`src/rtl/gate_test_sequencer_pkg.sv`:
```
// gate_seq_pkg
//   Shared definitions for the gate test sequencer:
//   - 3-bit state encoding constants ST_IDLE..ST_DONE and the state_t enum built on them
//   - n_vec(): number of input vectors (2**n_in) for an n_in-input gate
package gate_seq_pkg;

  localparam logic [2:0] ST_IDLE   = 3'd0;
  localparam logic [2:0] ST_APPLY  = 3'd1;
  localparam logic [2:0] ST_SETTLE = 3'd2;
  localparam logic [2:0] ST_CHECK  = 3'd3;
  localparam logic [2:0] ST_DONE   = 3'd4;

  typedef enum logic [2:0] {
    S_IDLE   = ST_IDLE,
    S_APPLY  = ST_APPLY,
    S_SETTLE = ST_SETTLE,
    S_CHECK  = ST_CHECK,
    S_DONE   = ST_DONE
  } state_t;

  // Number of exhaustive input combinations for an n_in-input gate.
  function automatic int n_vec(input int n_in);
    return 32'sd1 <<< n_in;
  endfunction

endpackage

```
`src/rtl/gate_test_sequencer_settle_timer.sv`:
```
// settle_timer
//   Loadable down-counter that times how long a vector is held before the
//   gate outputs are sampled.
// Ports
//   clk        in   1   rising-edge clock
//   rst        in   1   synchronous active-high reset (count -> 0)
//   load       in   1   load count with load_value (has priority over dec)
//   dec        in   1   decrement by one while count is non-zero
//   load_value in   W   value loaded on load
//   expire     out  1   count == 1, i.e. this is the last settle cycle
module settle_timer #(
  parameter int W = 2
) (
  input  logic         clk,
  input  logic         rst,
  input  logic         load,
  input  logic         dec,
  input  logic [W-1:0] load_value,
  output logic         expire
);

  localparam logic [W-1:0] CNT_ZERO = W'(0);
  localparam logic [W-1:0] CNT_ONE  = W'(1);

  logic [W-1:0] count_r;

  // Counter register: load wins over decrement, never decrements past zero.
  always_ff @(posedge clk) begin
    if (rst) begin
      count_r <= CNT_ZERO;
    end else if (load) begin
      count_r <= load_value;
    end else if (dec && (count_r != CNT_ZERO)) begin
      count_r <= count_r - CNT_ONE;
    end else begin
      count_r <= count_r;
    end
  end

  assign expire = (count_r == CNT_ONE);

endmodule

```
`src/rtl/gate_test_sequencer.sv`:
```
// gate_test_sequencer
//   Exhaustive stimulus/compare controller for a 2-output combinational gate.
//   Steps dut_in through 0..N_VEC-1, holds each vector for SETTLE_CYCLES+2
//   cycles, samples x/y in the CHECK cycle against the EXP_X/EXP_Y truth
//   tables and accumulates per-vector failures.
// Ports
//   clk        in   1       rising-edge clock
//   rst        in   1       synchronous active-high reset
//   start      in   1       begin a run (only honoured in IDLE or DONE)
//   dut_in     out  N_IN    registered stimulus, MSB = a, LSB = b
//   dut_x      in   1       gate output x (only looked at in CHECK)
//   dut_y      in   1       gate output y (only looked at in CHECK)
//   busy       out  1       run in progress (APPLY/SETTLE/CHECK)
//   done       out  1       run finished, results valid
//   pass       out  1       done with no failing vectors
//   err_count  out  N_IN+1  number of failing vectors
//   fail_vec   out  N_VEC   bit i set if vector i mismatched
module gate_test_sequencer
  import gate_seq_pkg::*;
#(
  parameter int                     N_IN          = 2,
  parameter int                     SETTLE_CYCLES = 2,
  parameter logic [n_vec(N_IN)-1:0] EXP_X         = 4'b1000,
  parameter logic [n_vec(N_IN)-1:0] EXP_Y         = 4'b0111
) (
  input  logic                     clk,
  input  logic                     rst,
  input  logic                     start,
  output logic [N_IN-1:0]          dut_in,
  input  logic                     dut_x,
  input  logic                     dut_y,
  output logic                     busy,
  output logic                     done,
  output logic                     pass,
  output logic [N_IN:0]            err_count,
  output logic [n_vec(N_IN)-1:0]   fail_vec
);

  localparam int N_VEC = n_vec(N_IN);
  // A zero-cycle settle still needs a legal 1-bit counter.
  localparam int CW    = (SETTLE_CYCLES > 0) ? $clog2(SETTLE_CYCLES + 1) : 1;

  localparam logic [N_IN-1:0]  IDX_ZERO    = N_IN'(0);
  localparam logic [N_IN-1:0]  IDX_ONE     = N_IN'(1);
  localparam logic [N_IN-1:0]  IDX_LAST    = N_IN'(N_VEC - 1);
  localparam logic [N_IN:0]    ERR_ZERO    = (N_IN + 1)'(0);
  localparam logic [N_IN:0]    ERR_ONE     = (N_IN + 1)'(1);
  localparam logic [N_VEC-1:0] FAIL_ZERO   = N_VEC'(0);
  localparam logic [CW-1:0]    SETTLE_LOAD = CW'(SETTLE_CYCLES);

  state_t            state_r;
  state_t            next_state_s;
  logic [N_IN-1:0]   idx_r;
  logic [N_IN-1:0]   dut_in_r;
  logic [N_IN:0]     err_count_r;
  logic [N_VEC-1:0]  fail_vec_r;
  logic              mismatch_s;
  logic              timer_load_s;
  logic              timer_dec_s;
  logic              timer_expire_s;
  logic              last_vec_s;

  assign last_vec_s   = (idx_r == IDX_LAST);
  assign timer_load_s = (state_r == S_APPLY);
  assign timer_dec_s  = (state_r == S_SETTLE);

  settle_timer #(
    .W (CW)
  ) u_settle_timer (
    .clk        (clk),
    .rst        (rst),
    .load       (timer_load_s),
    .dec        (timer_dec_s),
    .load_value (SETTLE_LOAD),
    .expire     (timer_expire_s)
  );

  // Compare gated by CHECK so unknown gate outputs elsewhere never reach state.
  always_comb begin
    mismatch_s = 1'b0;
    if (state_r == S_CHECK) begin
      mismatch_s = (dut_x != EXP_X[idx_r]) | (dut_y != EXP_Y[idx_r]);
    end else begin
      mismatch_s = 1'b0;
    end
  end

  // State register.
  always_ff @(posedge clk) begin
    if (rst) begin
      state_r <= S_IDLE;
    end else begin
      state_r <= next_state_s;
    end
  end

  // Next-state decode.
  always_comb begin
    next_state_s = state_r;
    case (state_r)
      S_IDLE: begin
        if (start) begin
          next_state_s = S_APPLY;
        end else begin
          next_state_s = S_IDLE;
        end
      end
      S_APPLY: begin
        if (SETTLE_CYCLES == 0) begin
          next_state_s = S_CHECK;
        end else begin
          next_state_s = S_SETTLE;
        end
      end
      S_SETTLE: begin
        if (timer_expire_s) begin
          next_state_s = S_CHECK;
        end else begin
          next_state_s = S_SETTLE;
        end
      end
      S_CHECK: begin
        if (last_vec_s) begin
          next_state_s = S_DONE;
        end else begin
          next_state_s = S_APPLY;
        end
      end
      S_DONE: begin
        if (start) begin
          next_state_s = S_APPLY;
        end else begin
          next_state_s = S_DONE;
        end
      end
      default: begin
        next_state_s = S_IDLE;
      end
    endcase
  end

  // Vector index, stimulus and result registers.
  always_ff @(posedge clk) begin
    if (rst) begin
      idx_r       <= IDX_ZERO;
      dut_in_r    <= IDX_ZERO;
      err_count_r <= ERR_ZERO;
      fail_vec_r  <= FAIL_ZERO;
    end else begin
      case (state_r)
        S_IDLE, S_DONE: begin
          // A restart from DONE clears the previous results on the same edge.
          if (start) begin
            idx_r       <= IDX_ZERO;
            dut_in_r    <= IDX_ZERO;
            err_count_r <= ERR_ZERO;
            fail_vec_r  <= FAIL_ZERO;
          end
        end
        S_CHECK: begin
          if (mismatch_s) begin
            fail_vec_r[idx_r] <= 1'b1;
            err_count_r       <= err_count_r + ERR_ONE;
          end
          if (last_vec_s) begin
            dut_in_r <= IDX_ZERO;
          end else begin
            idx_r    <= idx_r + IDX_ONE;
            dut_in_r <= idx_r + IDX_ONE;
          end
        end
        default: begin
          idx_r <= idx_r;
        end
      endcase
    end
  end

  assign dut_in    = dut_in_r;
  assign err_count = err_count_r;
  assign fail_vec  = fail_vec_r;
  assign busy      = (state_r == S_APPLY) || (state_r == S_SETTLE) || (state_r == S_CHECK);
  assign done      = (state_r == S_DONE);
  assign pass      = (state_r == S_DONE) && (err_count_r == ERR_ZERO);

endmodule
```
`config.mk`:
```
export PLATFORM = sky130hd
export DESIGN_NAME = gate_test_sequencer
export DESIGN_NICKNAME = d
export VERILOG_FILES = /design/src/rtl/gate_test_sequencer_pkg.sv /design/src/rtl/gate_test_sequencer_settle_timer.sv /design/src/rtl/gate_test_sequencer.sv
export SDC_FILE = /design/constraint.sdc
export NUM_CORES = 1
export LEC_CHECK = 0
export ABC_AREA = 1
export CAP_MARGIN = 10
export CORE_AREA = 2 2 51 53
export CTS_CLUSTER_SIZE = 14
export DETAILED_ROUTE_END_ITERATION = 10
export DIE_AREA = 0 0 53 55
export MAX_ROUTING_LAYER = met4
export SLEW_MARGIN = 25
export SYNTH_ARGS = -nofsm -noshare
export SYNTH_HDL_FRONTEND = slang
export SYNTH_HIERARCHICAL = 1
export SYNTH_SLANG_ARGS = --single-unit
```
`constraint.sdc`:
```
create_clock -name clk -period 1.5 [get_ports clk]
set_clock_uncertainty 0.1 [all_clocks]
set_input_delay 0.45 -clock clk [delete_from_list [all_inputs] [get_ports clk]]
set_output_delay 0.45 -clock clk [all_outputs]
set_load 0.05 [all_outputs]
```
### Word level (Yosys, flattened, before mapping)

Cells that the tools add are included.

* bits in registers: 16
* input bits: 5
* output and inout bits: 12
* logic and storage cells: 65

* add/sub/neg operators: 3
* $lt $le $gt $ge: 2
* equal/unequal tests: 11
* multiplexer cells: 25
* bitwise operators: 2
* reduce and logical (&&, ||, !) cells: 15

Operators with widths (number)
* 3-bit one-hot mux with 5 select lines: 1
* 3-bit two-way mux: 4
* 2-bit two-way mux: 5
* 4-bit two-way mux: 2
* 2-bit one-hot mux with 2 select lines: 2
* 4-bit one-hot mux with 2 select lines: 1
* 3-bit by 2-bit equality test with 1-bit output, second input constant: 2
* 3-bit logical NOT: 2
* 1-bit two-way mux: 6
* 2-bit inequality test, second input constant: 3
* 3-bit one-hot mux with 2 select lines: 1
* 3-bit AND reduction: 2
* 2-bit nonzero test: 3
* 1-bit binary-select mux with 2-bit select: 2
* 4-bit bitwise OR: 1
* 2-bit OR reduction: 2
* 3-bit by 1-bit adder with 3-bit output, second input constant: 1
* 3-bit by 1-bit equality test with 1-bit output, second input constant: 1
* 3-bit equality test, second input constant: 1
* 1-bit logical AND: 3
* 2-bit by 3-bit < comparator with 1-bit output, second input constant: 1
* 2-bit by 1-bit adder with 2-bit output, second input constant: 1
* 1-bit demux with 2-bit select: 1
* 2-bit by 1-bit equality test with 1-bit output, second input constant: 1
* other kinds (7): 9

### Logic depth before layout (Yosys ltp)

* word-level depth: 7
* gate-level depth with buffers: 8
* depth with buffers taken out: 8

### Cells and area by module

The synthesis kept the hierarchy.

By module, submodules not included
* gate_test_sequencer: times used 1, cells each 105, area each 767.0 um^2, sequential area each 280.3 um^2
* settle_timer: times used 1, cells each 26, area each 152.6 um^2, sequential area each 40.0 um^2

### Least setup slack after synthesis

OpenSTA, ideal clock, no wires.

* path type: register to output
* from: register err_count_r[0], in the netlist err_count[0]
* to: output pass
* arrival: 1482 ps
* data required time: 950 ps
* path slack: -532 ps
* stages on the path, launching flop included: 5
* buffers on the path: 0
* path through: dfxtp_1 > inv_1 > ha_1 > nand2_1 > nor2_1

* word-level cells in the longest chain between the ends: 2

Ends and longest elaborated chain
* start, declared: RTL line gate_test_sequencer.sv:55 `logic [N_IN:0] err_count_r;`
* start signal, assigned: RTL line gate_test_sequencer.sv:163 `err_count_r <= err_count_r + ERR_ONE;`
* 3-bit logical NOT: RTL line gate_test_sequencer.sv:184 `assign pass = (state_r == S_DONE) && (err_count_r == ERR_ZERO);`
* 1-bit logical AND: RTL line gate_test_sequencer.sv:184
* end, declared: RTL line gate_test_sequencer.sv:34 `output logic pass,`

No other way between the ends.

### Worst setup path in the final report

* from: register err_count_r[1], in the netlist err_count[1]
* to: output pass

Same word-level chain as after synthesis.

==> flow_summary_export.csv <==
group,metric,value,unit
status,outcome,"complete, but fails checks",
status,violations,"setup timing",
finish,regArea,328,µm²
synthesis,synth_compound_area_share,8.71,%
clock_network,max-clock-path-buffers,2,
timing,fmax,0.589,GHz
critical_path,start_kind,"flop",
floorplanning,die_y,55,µm
synthesis,synth_area_leaders,"dfxtp_1, nand2_1, ha_1, inv_1, a21oi_1",
global_route,met1_usage,19.7,%
detailed_routing,wl_per_cell,10.2,µm
synthesis,ys.warnings.count,6,
clock_network,cts-root-buf,"clkbuf_4",
critical_path,critPathMaxFanout,2,
detailed_routing,drc_errors,0,
critical_path,crit_required,950,ps
pwr,p_leak,0.643,nW
synthesis,synthAdderAreaFrac,10.9,%
hold_path,hold_depth,2,
timing,fin_crit,1700,ps
placement,detailed_place_hpwl,1.53,mm
pwr,peakVddDrop,0.634,mV
synthesis,async_flop_share,0,%
detailed_routing,ant_nets,0,
synthesis,synth_ff_type,"dfxtp_1",
synthesis,synth_area_per_cell,7.02,µm²
clock_network,cts_htree_levels,1,
synthesis,synth_most_common_cell,"nand2_1",
pwr,finalPower,1.01,mW
floorplanning,coreArea,2360,µm²
synthesis,synth-seq-cells,16,
critical_path,cp_slowest_cell,"dfxtp_2",
global_route,gr-max-usage-layer,"met2",
finish,nets,179,
global_route,grt_usage,16.8,%
floorplanning,row_count,18,
pwr,power_frac_seq,45.4,%
synthesis,synth-seq-area-share,34.8,%
synthesis,synth.top_cells.by_count,"nand2_1, inv_1, dfxtp_1, a21oi_1, nor2_1",
synthesis,synth_edf_count,0,
detailed_routing,via_per_inst,4.38,
placement,placed_cell_area,1320,µm²
clock_network,cts_tree,"done",
critical_path,path_cells,"inv_2 -> ha_4 -> nand2_4 -> nor2_4 -> buf_12",
timing,finalSetupViolCount,4,
clock_network,clkTransAtPathRegs,110,ps
timing,finalWorstSetupSlack,-196,ps
global_route,overflow,0,
pwr,power_frac_clock,30.0,%
floorplanning,dieArea,2920,µm²
global_route,met3_usage,4.30,%
global_route,grt_pass1_wl,3.48,mm
global_route,grt_max_degree,10,
detailed_routing,first_pass_iters,4,
global_route,grt_util_met2,28.1,%
clock_network,worst_skew_pair.late_latency,300,ps
finish,multi_input_area,539,µm²
critical_path,ff2ff_path_depth,10,
floorplanning,initial_core_util,38.9,%
floorplanning,die_x,53,µm
timing,rsz0062_at_grt,"true",
pwr,powerDensity,699,nW/µm²
synthesis,yosysTopAreaCellShare,34.8,%
finish,area_growth,57.0,%
critical_path,endpoint_kind,"primary output",
finish,fin_area,1440,µm²
clock_network,numCtsBuffers,3,
synthesis,synthXorXnorAreaFrac,0,%
finish,fill_cells,215,
synthesis,synth_cell_types,22,
synthesis,synth_cells,131,
placement,numPortBuffers,16,
floorplanning,io-pin-count,17,
global_route,antenna_found_initial,0,
synthesis,yosys.area.top_type,"dfxtp_1",
synthesis,synth_area,920,µm²
hold_path,hold_path.class,"flop to flop",
detailed_routing,drt_iter0_markers,19,
timing,hold_violations,0,
critical_path,worstPathArrival,1150,ps
critical_path,crit_type,"flop to primary output",
synthesis,yosys.area_share.simple,33.1,%
pwr,p_switching,0.305,mW
synthesis,synth_mux_area_share,0,%
finish,drive_above_1_share,33.9,%
clock_network,cts.sinks,16,
synthesis,synth_top_family_by_area,"simple AND/OR/NAND/NOR gates",
timing,post-route-period-util,113,%
pwr,internal_power,0.705,mW
flow_run,drv_cap,0,
detailed_routing,via_count,854,
global_route,grt_pass1_vias,858,
critical_path,slowest_delay,340,ps
finish,num_antenna_cells,0,
pwr,pwr-share-comb,24.6,%
synthesis,syn-num-nets,144,
detailed_routing,finalWirelength,1.99,mm
timing,slew_violations,0,
pwr,swShare,30.2,%
placement,gp_congestion,0.828,
## stage by stage
step	instances	setup WS, ps	hold slack (ps)	TNS, ps	util [%]
final	195	-196	402	-556	61.1
after global routing	195	-242	427	-781	61.1
after CTS	192	-207	402	-622	59.5
after detailed placement	186	-156	386	-1390	55.9
after global placement	186	-124	377	-1090	55.9
after floorplan	131	-69.3	372	-94.6	-
## logic make-up after synthesis
group	Yosys count
AO/OA/AOI/OAI	14
adder cells (fa/ha/maj)	8
buffers and inverters	28
flip-flops	16
other	2
AND/OR/NAND/NOR	63
## critical path: cells and delay by family, from the launching register on
kind,cells,cell delay [ps]
buffers and inverters,2,200
adder cells (fa/ha/maj),1,140
flip-flops,1,340
AND/OR/NAND/NOR,2,170
## registers in the layout, indices dropped and copies added (netlist names)
| register | cells |
|---|---|
| u_settle_timer/count_r | 2 |
| err_count | 3 |
| fail_vec | 4 |
| dut_in | 2 |
| state_r | 3 |
| idx_r | 2 |
## path summary, 6_finish.rpt
kind / start / end / slack, ps
max reg2reg: err_count[0] / err_count[2] / 120
min reg2reg: fail_vec[0] / fail_vec[0] / 400
min: fail_vec[0] / fail_vec[0] / 400
max: err_count[1] / pass / -200
## power by group through the flow
stage | Sequential (mW) | Combinational [mW] | Clock (mW)
2_1_floorplan | 0.478 | 0.121 | 0
3_3_place_gp | 0.464 | 0.222 | 0
3_5_place_dp | 0.465 | 0.227 | 0
4_1_cts | 0.458 | 0.241 | 0.301
5_1_grt | 0.460 | 0.277 | 0.324
6_report | 0.458 | 0.249 | 0.303
## what timing repair did
action	CTS	global route
gates resized for setup	11	6
hold buffers	0	0
setup buffers	2	3
setup endpoints to repair	3	5
pin swaps	2	5
## routing by layer
layer,share of wire [%],up-vias,wire length [µm]
met3,4.5,4,90
met1,46,375,918
li1,-,456,-
met4,1.3,0,25
met5,0,-,0
met2,48,19,952
## placed cells by master (no fill, tap or decap), drive strengths merged
master,netlist,layout
o21a,1,1
inv,27,27
nor2,12,12
or2,1,1
ha,8,8
o21ai,2,2
nand3,8,8
clkdlybuf4s50,0,4
dfxtp,16,16
clkbuf,1,4
nor3b,1,1
conb,2,2
buf,0,27
nand2,41,41
a21oi,11,11
## final cells by class
cell class | count | share of cell area (%)
Timing Repair Buffer | 31 | 27.5
Multi-Input combinational cell | 87 | 37.3
Inverter | 27 | 7.37
Tap cell | 30 | 2.60
Clock buffer | 4 | 2.51
Sequential cell | 16 | 22.7
No activity file was read; power rests on OpenSTA's default activity.
